==> config.mk <==
export PLATFORM = sky130hd
export DESIGN_NAME = cordic_vectoring_unit
export DESIGN_NICKNAME = d
export VERILOG_FILES = /design/src/rtl/cordic_pkg.sv /design/src/rtl/cordic_atan_lut.sv /design/src/rtl/cordic_vectoring_unit.sv
export SDC_FILE = /design/constraint.sdc
export NUM_CORES = 2
export LEC_CHECK = 0
export CORE_ASPECT_RATIO = 0.75
export CORE_MARGIN = 5
export CORE_UTILIZATION = 45
export CTS_BUF_LIST = sky130_fd_sc_hd__clkbuf_16
export DETAILED_ROUTE_END_ITERATION = 12
export REMOVE_ABC_BUFFERS = 1
export SLEW_MARGIN = 20
export SYNTH_ARGS = -nofsm -noshare
export SYNTH_HDL_FRONTEND = slang
export SYNTH_SLANG_ARGS = --single-unit
==> constraint.sdc <==
create_clock -name clk -period 12.29 [get_ports clk]
set_input_delay 3.687 -clock clk [delete_from_list [all_inputs] [get_ports clk]]
set_output_delay 3.687 -clock clk [all_outputs]
set_load 0.01 [all_outputs]
==> src/rtl/cordic_pkg.sv <==
// Shared CORDIC constants: Q4.28 angle table, pi, the CORDIC gain reciprocal
// and the FSM state type used by the vectoring unit.
package cordic_pkg;

    // Number of fractional bits in the Q4.28 format.
    localparam int FRAC = 28;

    // Depth of the arctangent table; also the largest legal iteration count.
    localparam int ATAN_DEPTH = 28;

    // pi in Q4.28.
    localparam logic signed [31:0] PI = 32'sh3243F6A8;

    // Reciprocal of the accumulated CORDIC gain (0.6072529) in Q4.28.
    localparam logic signed [31:0] K = 32'sh09B74EDA;

    // atan(2^-i) in Q4.28, rounded to nearest.
    localparam logic [31:0] ATAN [0:ATAN_DEPTH-1] = '{
        32'h0C90FDAA, 32'h076B19C1, 32'h03EB6EBF, 32'h01FD5BAA,
        32'h00FFAADE, 32'h007FF557, 32'h003FFEAB, 32'h001FFFD5,
        32'h000FFFFB, 32'h0007FFFF, 32'h00040000, 32'h00020000,
        32'h00010000, 32'h00008000, 32'h00004000, 32'h00002000,
        32'h00001000, 32'h00000800, 32'h00000400, 32'h00000200,
        32'h00000100, 32'h00000080, 32'h00000040, 32'h00000020,
        32'h00000010, 32'h00000008, 32'h00000004, 32'h00000002
    };

    // Sequencing of one vectoring request.
    typedef enum logic [1:0] {
        IDLE  = 2'd0,
        ITER  = 2'd1,
        SCALE = 2'd2,
        DONE  = 2'd3
    } state_t;

endpackage

==> src/rtl/cordic_atan_lut.sv <==
// Combinational arctangent table: iteration index -> atan(2^-idx) in Q4.28.
// Indices past the end of the table return zero.
module cordic_atan_lut
    import cordic_pkg::*;
#(
    parameter int N = 32
) (
    input  logic [4:0]   idx,
    output logic [N-1:0] value
);

    // Table lookup with an in-range guard for the unused top indices.
    always_comb begin
        value = '0;
        if (idx <= 5'(ATAN_DEPTH - 1)) begin
            value = N'(ATAN[idx]);
        end
    end

endmodule

==> src/rtl/cordic_vectoring_unit.sv <==
// Vectoring-mode CORDIC: converts (Xi, Yi) into magnitude and atan2 angle.
// One micro-rotation per clock; valid/ready handshakes on both sides.
module cordic_vectoring_unit
    import cordic_pkg::*;
#(
    parameter int N = 32,
    parameter int I = 28
) (
    input  logic         clk,
    input  logic         rst,
    input  logic         in_valid,
    output logic         in_ready,
    input  logic [N-1:0] Xi,
    input  logic [N-1:0] Yi,
    output logic         out_valid,
    input  logic         out_ready,
    output logic [N-1:0] mag,
    output logic [N-1:0] angle
);

    // Internal datapath carries two guard bits above the port width.
    localparam int W  = N + 2;
    // Product width for the gain-compensation multiply.
    localparam int PW = W + N;

    localparam logic signed [W-1:0]  PI_W = W'(PI);
    localparam logic signed [PW-1:0] K_P  = PW'(K);

    state_t              state;
    state_t              state_next;
    logic [4:0]          iter_cnt;
    logic                last_iter;
    logic                zero_vec;

    logic signed [W-1:0] x;
    logic signed [W-1:0] y;
    logic signed [W-1:0] z;
    logic signed [W-1:0] xi_w;
    logic signed [W-1:0] yi_w;
    logic signed [W-1:0] x_shift;
    logic signed [W-1:0] y_shift;
    logic signed [W-1:0] atan_w;
    logic signed [PW-1:0] x_ext;
    logic [N-1:0]        atan_val;

    cordic_atan_lut #(
        .N (N)
    ) u_atan_lut (
        .idx   (iter_cnt),
        .value (atan_val)
    );

    assign xi_w      = W'(signed'(Xi));
    assign yi_w      = W'(signed'(Yi));
    assign x_shift   = x >>> iter_cnt;
    assign y_shift   = y >>> iter_cnt;
    assign atan_w    = W'(signed'(atan_val));
    assign x_ext     = PW'(x);
    assign last_iter = (iter_cnt == 5'(I - 1));

    // State register; reset returns to IDLE regardless of any handshake.
    // NOTE: sequential state is written with non-blocking assignments so every
    // register samples the pre-edge values of the others.
    always_ff @(posedge clk) begin
        if (rst) begin
            state <= IDLE;
        end else begin
            state <= state_next;
        end
    end

    // Next-state decode and handshake outputs.
    // NOTE: every output of this block gets a default first, so no path leaves
    // a signal unassigned and no latch is inferred.
    always_comb begin
        state_next = state;
        in_ready   = 1'b0;
        out_valid  = 1'b0;
        case (state)
            IDLE: begin
                in_ready = 1'b1;
                if (in_valid) begin
                    state_next = ITER;
                end
            end
            ITER: begin
                if (last_iter) begin
                    state_next = SCALE;
                end
            end
            SCALE: begin
                state_next = DONE;
            end
            DONE: begin
                out_valid = 1'b1;
                if (out_ready) begin
                    state_next = IDLE;
                end
            end
            default: begin
                state_next = IDLE;
            end
        endcase
    end

    // Datapath: quadrant pre-rotation at load, one micro-rotation per ITER
    // cycle, gain compensation in SCALE; results held through DONE.
    // NOTE: the x/y/z working registers are reset along with the outputs so an
    // aborted request leaves nothing behind; this is plain logic, not a memory.
    always_ff @(posedge clk) begin
        if (rst) begin
            iter_cnt <= '0;
            zero_vec <= 1'b0;
            x        <= '0;
            y        <= '0;
            z        <= '0;
            mag      <= '0;
            angle    <= '0;
        end else begin
            case (state)
                IDLE: begin
                    if (in_valid) begin
                        iter_cnt <= '0;
                        zero_vec <= (Xi == '0) && (Yi == '0);
                        if (!Xi[N-1]) begin
                            x <= xi_w;
                            y <= yi_w;
                            z <= '0;
                        end else begin
                            // Left half-plane: rotate by pi so x starts >= 0.
                            x <= -xi_w;
                            y <= -yi_w;
                            z <= Yi[N-1] ? -PI_W : PI_W;
                        end
                    end
                end
                ITER: begin
                    if (y[W-1]) begin
                        x <= x - y_shift;
                        y <= y + x_shift;
                        z <= z - atan_w;
                    end else begin
                        x <= x + y_shift;
                        y <= y - x_shift;
                        z <= z + atan_w;
                    end
                    iter_cnt <= iter_cnt + 5'd1;
                end
                SCALE: begin
                    if (zero_vec) begin
                        mag   <= '0;
                        angle <= '0;
                    end else begin
                        mag   <= N'((x_ext * K_P) >>> FRAC);
                        angle <= z[N-1:0];
                    end
                end
                default: begin
                end
            endcase
        end
    end

endmodule

==> qor_table.md <==
| Group | Metric | This run |
|---|---|---|
| sta | FMAX | 113.6 MHz |
| worst setup path | Crit path launch | x[32]$_SDFFE_PP0P_ |
| die | Effective utilization at floorplan | 0.4536 |
| placement | Weighted congestion reported at the end of routability-driven placement | 1.012 |
| drt | Vias per cell | 5.883 |
| sta | Final worst-path cycle share | 0.7161 |
| drt | Via count | 33,261 |
| worst setup path | Data required time at the worst endpoint | 12.67 ns |
| clock network | Inserted Clock Buffers | 17 |
| clock network | Clock tree from TritonCTS | yes |
| global routing | Global-route met2 utilization | 0.3970 |
| clock network | Clock-pin transition on the worst setup and hold timing paths | 0.09 ns |
| synthesis | Top FF cell, synth | sky130_fd_sc_hd__dfxtp_1 |
| finish | Number of inserted diodes | 0 |
| worst setup path | RR Endpoint | mag[30]$_SDFFE_PP0P_ |
| sta | RSZ-0062 raised after global routing | no |
| synthesis | Flops & latches, synth | 172 |
| worst setup path | Reg-to-Reg Start | x[32]$_SDFFE_PP0P_ |
| placement | Count of buffers from port buffering | 133 |
| global routing | Antenna violations before repair | 3 |
| finish | Layout cell share with drive strength beyond 1 | 0.05678 |
| sta | Final number of hold-violating endpoints | 0 |
| sta | Worst-case clock skew | 0.01574 ns |
| sta | Tightest Pin Transition | 1.106 ns |
| global routing | Total GRT Usage | 0.2884 |
| synthesis | Mapped cell area | 38,110 um^2 |
| synthesis | Main combinational cell family by area after synthesis | adder cells |
| drt | Routed wire per std cell | 23.46 um |
| worst setup path | Arrival time worst endpoint | 9.18 ns |
| global routing | First-pass GRT wire length | 200,300 um |
| worst setup path | Last element of the critical path | mag[30]$_SDFFE_PP0P_ |
| finish | Layout Area Growth over Synthesis | 7.711% |
| worst setup path | CP endpoint kind | flop |
| sta | Final-report max-slew violation count | 0 |
| worst setup path | Critical Path Source Type | flop |
| worst setup path | Kind of critical path | flop to flop |
| sta | Time the final worst path needs with I/O delays and setup | 8.801 ns |
| finish | Post-layout net count | 5,451 |
| sta | Setup-failing EPs final | 0 |
| global routing | Global route overflow | 0 |
| die | Die width | 346.1 um |
| clock network | Clock net sink count | 172 |
| synthesis | Number of synthesized flops with an enable pin | 0 |
| clock network | Clock root buffer master | sky130_fd_sc_hd__clkbuf_16 |
| synthesis | Number of cells produced by synthesis | 4,504 |
| clock network | Post-CTS Hold Fix Bufs | 0 |
| finish | Flip-flop and latch area | 3462 um^2 |
| global routing | Met1 routing resource usage after global routing | 0.4516 |
| drt | Count of unresolved DRC violations after routing | 0 |
| clock network | Source-to-sink clock delay at the later pin of the worst-skew pair | 0.51 ns |
| synthesis | Share of synthesized registers carrying an async set or reset | 0 |
| synthesis | Count of cell types in the netlist | 96 |
| worst hold path | Type of the tightest min-delay check | flop to flop |
| synthesis | Ys Warns | 0 |
| synthesis | Share of synthesized cell area in full adder, half adder and majority cells | 0.3646 |
| synthesis | Xor and xnor fraction of the mapped netlist area | 0.07836 |
| drt | Antenna-violating nets left | 0 |
| die | CORE AREA | 84,030 um^2 |
| synthesis | Simple logic cell fraction of the synthesized area | 0.1273 |
| clock network | Post-CTS setup-driven buffer insertion count | 0 |
| synthesis | Synth Area per Inst | 8.462 um^2 |
| finish | Area of the multi-input gates | 31,060 um^2 |
| synthesis | Register area share after synthesis | 0.09034 |
| drt | Number of optimization iterations in the first detailed-route pass | 6 |
| die | IO Count | 134 |
| job | Max cap viols | 0 |
| die | Die area | 90,680 um^2 |
| worst setup path | Worst setup slack for register-to-register paths | 3.49 ns |
| worst setup path | Critical path peak fanout | 16 |
| synthesis | Multiplexer fraction of the synthesized cell area | 0.07288 |
| global routing | Via count of the first global-routing pass | 31,474 |
| global routing | GR met3 Demand/Resource | 0.07963 |
| sta | Max_slew headroom | 0.2573 |
| worst setup path | Depth of the worst register-to-register path | 24 |
| clock network | Number of gates resized after CTS | 0 |
| synthesis | Synth Area in Compound Gates | 0.1701 |
| clock network | Maximum buffer depth of the clock tree | 2 |
| die | Core Rows | 92 |
| status | Outcome | finished clean |
| die | Die Span Y | 262.0 um |
| sta | Summed negative setup slack over all endpoints | 0 ns |
| global routing | Largest net degree at the start of global routing | 79 |
| clock network | CTS H-tree lvls | 4 |
| drt | DR iter-0 viols | 3,367 |
| drt | Total detailed-routing wirelength | 132,700 um |
| finish | Filler cells | 8,323 |
| placement | HPWL after detailed placement | 107,400 um |
| global routing | Top Usage Layer GRT | met1 |
## metal layers
layer / vias to the layer above / part of all wire
li1: 15424 / -
met1: 16324 / 0.49
met2: 1368 / 0.39
met3: 145 / 0.10
met4: 0 / 0.015
met5: - / 0
## kinds of logic (layout without fill, tap and decap cells)
group                    after synthesis  after routing
AND/OR/NAND/NOR                     1015           1015
AO/OA/AOI/OAI                        998            998
adder cells (fa/ha/maj)              870            870
multiplexers                         171            171
XOR/XNOR                             341            341
flip-flops                           172            172
buffers and inverters                937            959
## flip-flops by register name (all words and copies together), names as in the netlist
signal    count
angle        32
state         2
iter_cnt      5
x            34
zero_vec      1
y            34
z            32
mag          32
## critical path, cell delays in order (launching register included)
cell                      delay [ns]
sky130_fd_sc_hd__dfxtp_1        0.89
sky130_fd_sc_hd__inv_1          0.24
sky130_fd_sc_hd__ha_1           0.39
sky130_fd_sc_hd__inv_1          0.20
sky130_fd_sc_hd__fa_1           0.44
sky130_fd_sc_hd__inv_1          0.17
sky130_fd_sc_hd__fa_1           0.52
sky130_fd_sc_hd__fa_1           0.59
sky130_fd_sc_hd__inv_1          0.08
sky130_fd_sc_hd__fa_1           0.47
sky130_fd_sc_hd__fa_1           0.49
sky130_fd_sc_hd__inv_1          0.05
sky130_fd_sc_hd__fa_1           0.52
sky130_fd_sc_hd__inv_1          0.04
sky130_fd_sc_hd__ha_1           0.39
sky130_fd_sc_hd__nand4_1        0.17
sky130_fd_sc_hd__or4_1          0.65
sky130_fd_sc_hd__or4b_1         0.51
sky130_fd_sc_hd__o32ai_1        0.39
sky130_fd_sc_hd__nor2_1         0.36
sky130_fd_sc_hd__o21ai_0        0.42
sky130_fd_sc_hd__o31a_1         0.28
sky130_fd_sc_hd__a31o_2         0.18
sky130_fd_sc_hd__xnor2_1        0.10
sky130_fd_sc_hd__o21ai_0        0.08
## layout by cell type, fill, tap and decap left out, drive strengths merged, types with 13 or more instances in the layout
master         netlist  layout
o211ai              35      35
mux2i               60      60
a21o                70      70
nand3               63      63
ha                 469     469
nand4               21      21
o22ai               31      31
nor2               312     312
clkdlybuf4s50        0     131
nor3                83      83
a211oi              61      61
inv                745     751
a211o               15      15
nand2              281     281
xor2               165     165
or3                 27      27
nand2b              33      33
dfxtp              172     172
a22oi               55      55
nor2b               48      48
nor4                17      17
o31ai               33      33
or2                 14      14
a31oi               47      47
clkbuf             118      17
buf                 73      50
mux4                82      82
mux2                29      29
or4                 17      17
o221ai              14      14
xnor2              176     176
and2                18      18
a221oi              13      13
o21ai              200     200
fa                 401     401
and3                39      39
a21oi              276     276
o21a                21      21
## final cells by class
class,count,area share
inverters,746,0.06821
clock inverters,15,0.004968
repair buffers,181,0.04111
flip-flops and latches,172,0.08433
well taps,1128,0.03438
clock buffers,17,0.01036
multi-input cells,3395,0.7566
## stage by stage
stage	hold WS (ns)	setup WS [ns]	instances	util	cell area, um^2
4_1_cts	0.4618	3.678	5654	0.4884	41040
3_3_place_gp	0.4373	3.709	5622	0.4809	40410
6_report	0.4570	3.489	5654	0.4886	41050
3_5_place_dp	0.4468	3.676	5622	0.4809	40410
5_1_grt	0.4768	3.256	5654	0.4886	41050
2_1_floorplan	0.4388	1.233	4313	-	37240
## worst min-delay path by stage
| stage | startpoint | end | slack (ns) | depth (start not counted) |
|---|---|---|---|---|
| 6_report | mag[25]$_SDFFE_PP0P_ | mag[25]$_SDFFE_PP0P_ | 0.46 | 2 |
| 5_1_grt | mag[25]$_SDFFE_PP0P_ | mag[25]$_SDFFE_PP0P_ | 0.48 | 2 |
| 4_1_cts | mag[25]$_SDFFE_PP0P_ | mag[25]$_SDFFE_PP0P_ | 0.46 | 2 |
| 3_5_place_dp | mag[19]$_SDFFE_PP0P_ | mag[19]$_SDFFE_PP0P_ | 0.45 | 2 |
| 3_3_place_gp | mag[28]$_SDFFE_PP0P_ | mag[28]$_SDFFE_PP0P_ | 0.44 | 2 |
| 2_1_floorplan | z[0]$_SDFFE_PP0P_ | z[0]$_SDFFE_PP0P_ | 0.44 | 2 |
## Yosys cell counts, drive strengths merged (18+ instances only)
| cell | instances | area [um^2] |
|---|---|---|
| a211oi | 61 | 467.9 |
| a21o | 70 | 525.5 |
| a21oi | 276 | 1389 |
| a22oi | 55 | 412.9 |
| a31oi | 47 | 300.3 |
| and2 | 18 | 112.6 |
| and3 | 39 | 244.0 |
| buf | 73 | 430.4 |
| clkbuf | 118 | 442.9 |
| dfxtp | 172 | 3443 |
| fa | 401 | 8028 |
| ha | 469 | 5868 |
| inv | 745 | 2796 |
| mux2 | 29 | 326.6 |
| mux2i | 60 | 604.3 |
| mux4 | 82 | 1847 |
| nand2 | 281 | 1055 |
| nand2b | 33 | 206.5 |
| nand3 | 63 | 315.3 |
| nand4 | 21 | 131.4 |
| nor2 | 312 | 1171 |
| nor2b | 48 | 300.3 |
| nor3 | 83 | 420.4 |
| o211ai | 35 | 262.8 |
| o21a | 21 | 157.7 |
| o21ai | 200 | 1001 |
| o22ai | 31 | 193.9 |
| o31ai | 33 | 247.7 |
| or3 | 27 | 183.9 |
| xnor2 | 176 | 1541 |
| xor2 | 165 | 1445 |
Power is left out: the tool's default activity adds up to more than one toggle a clock period on the data nets, which glitch-free logic cannot reach.
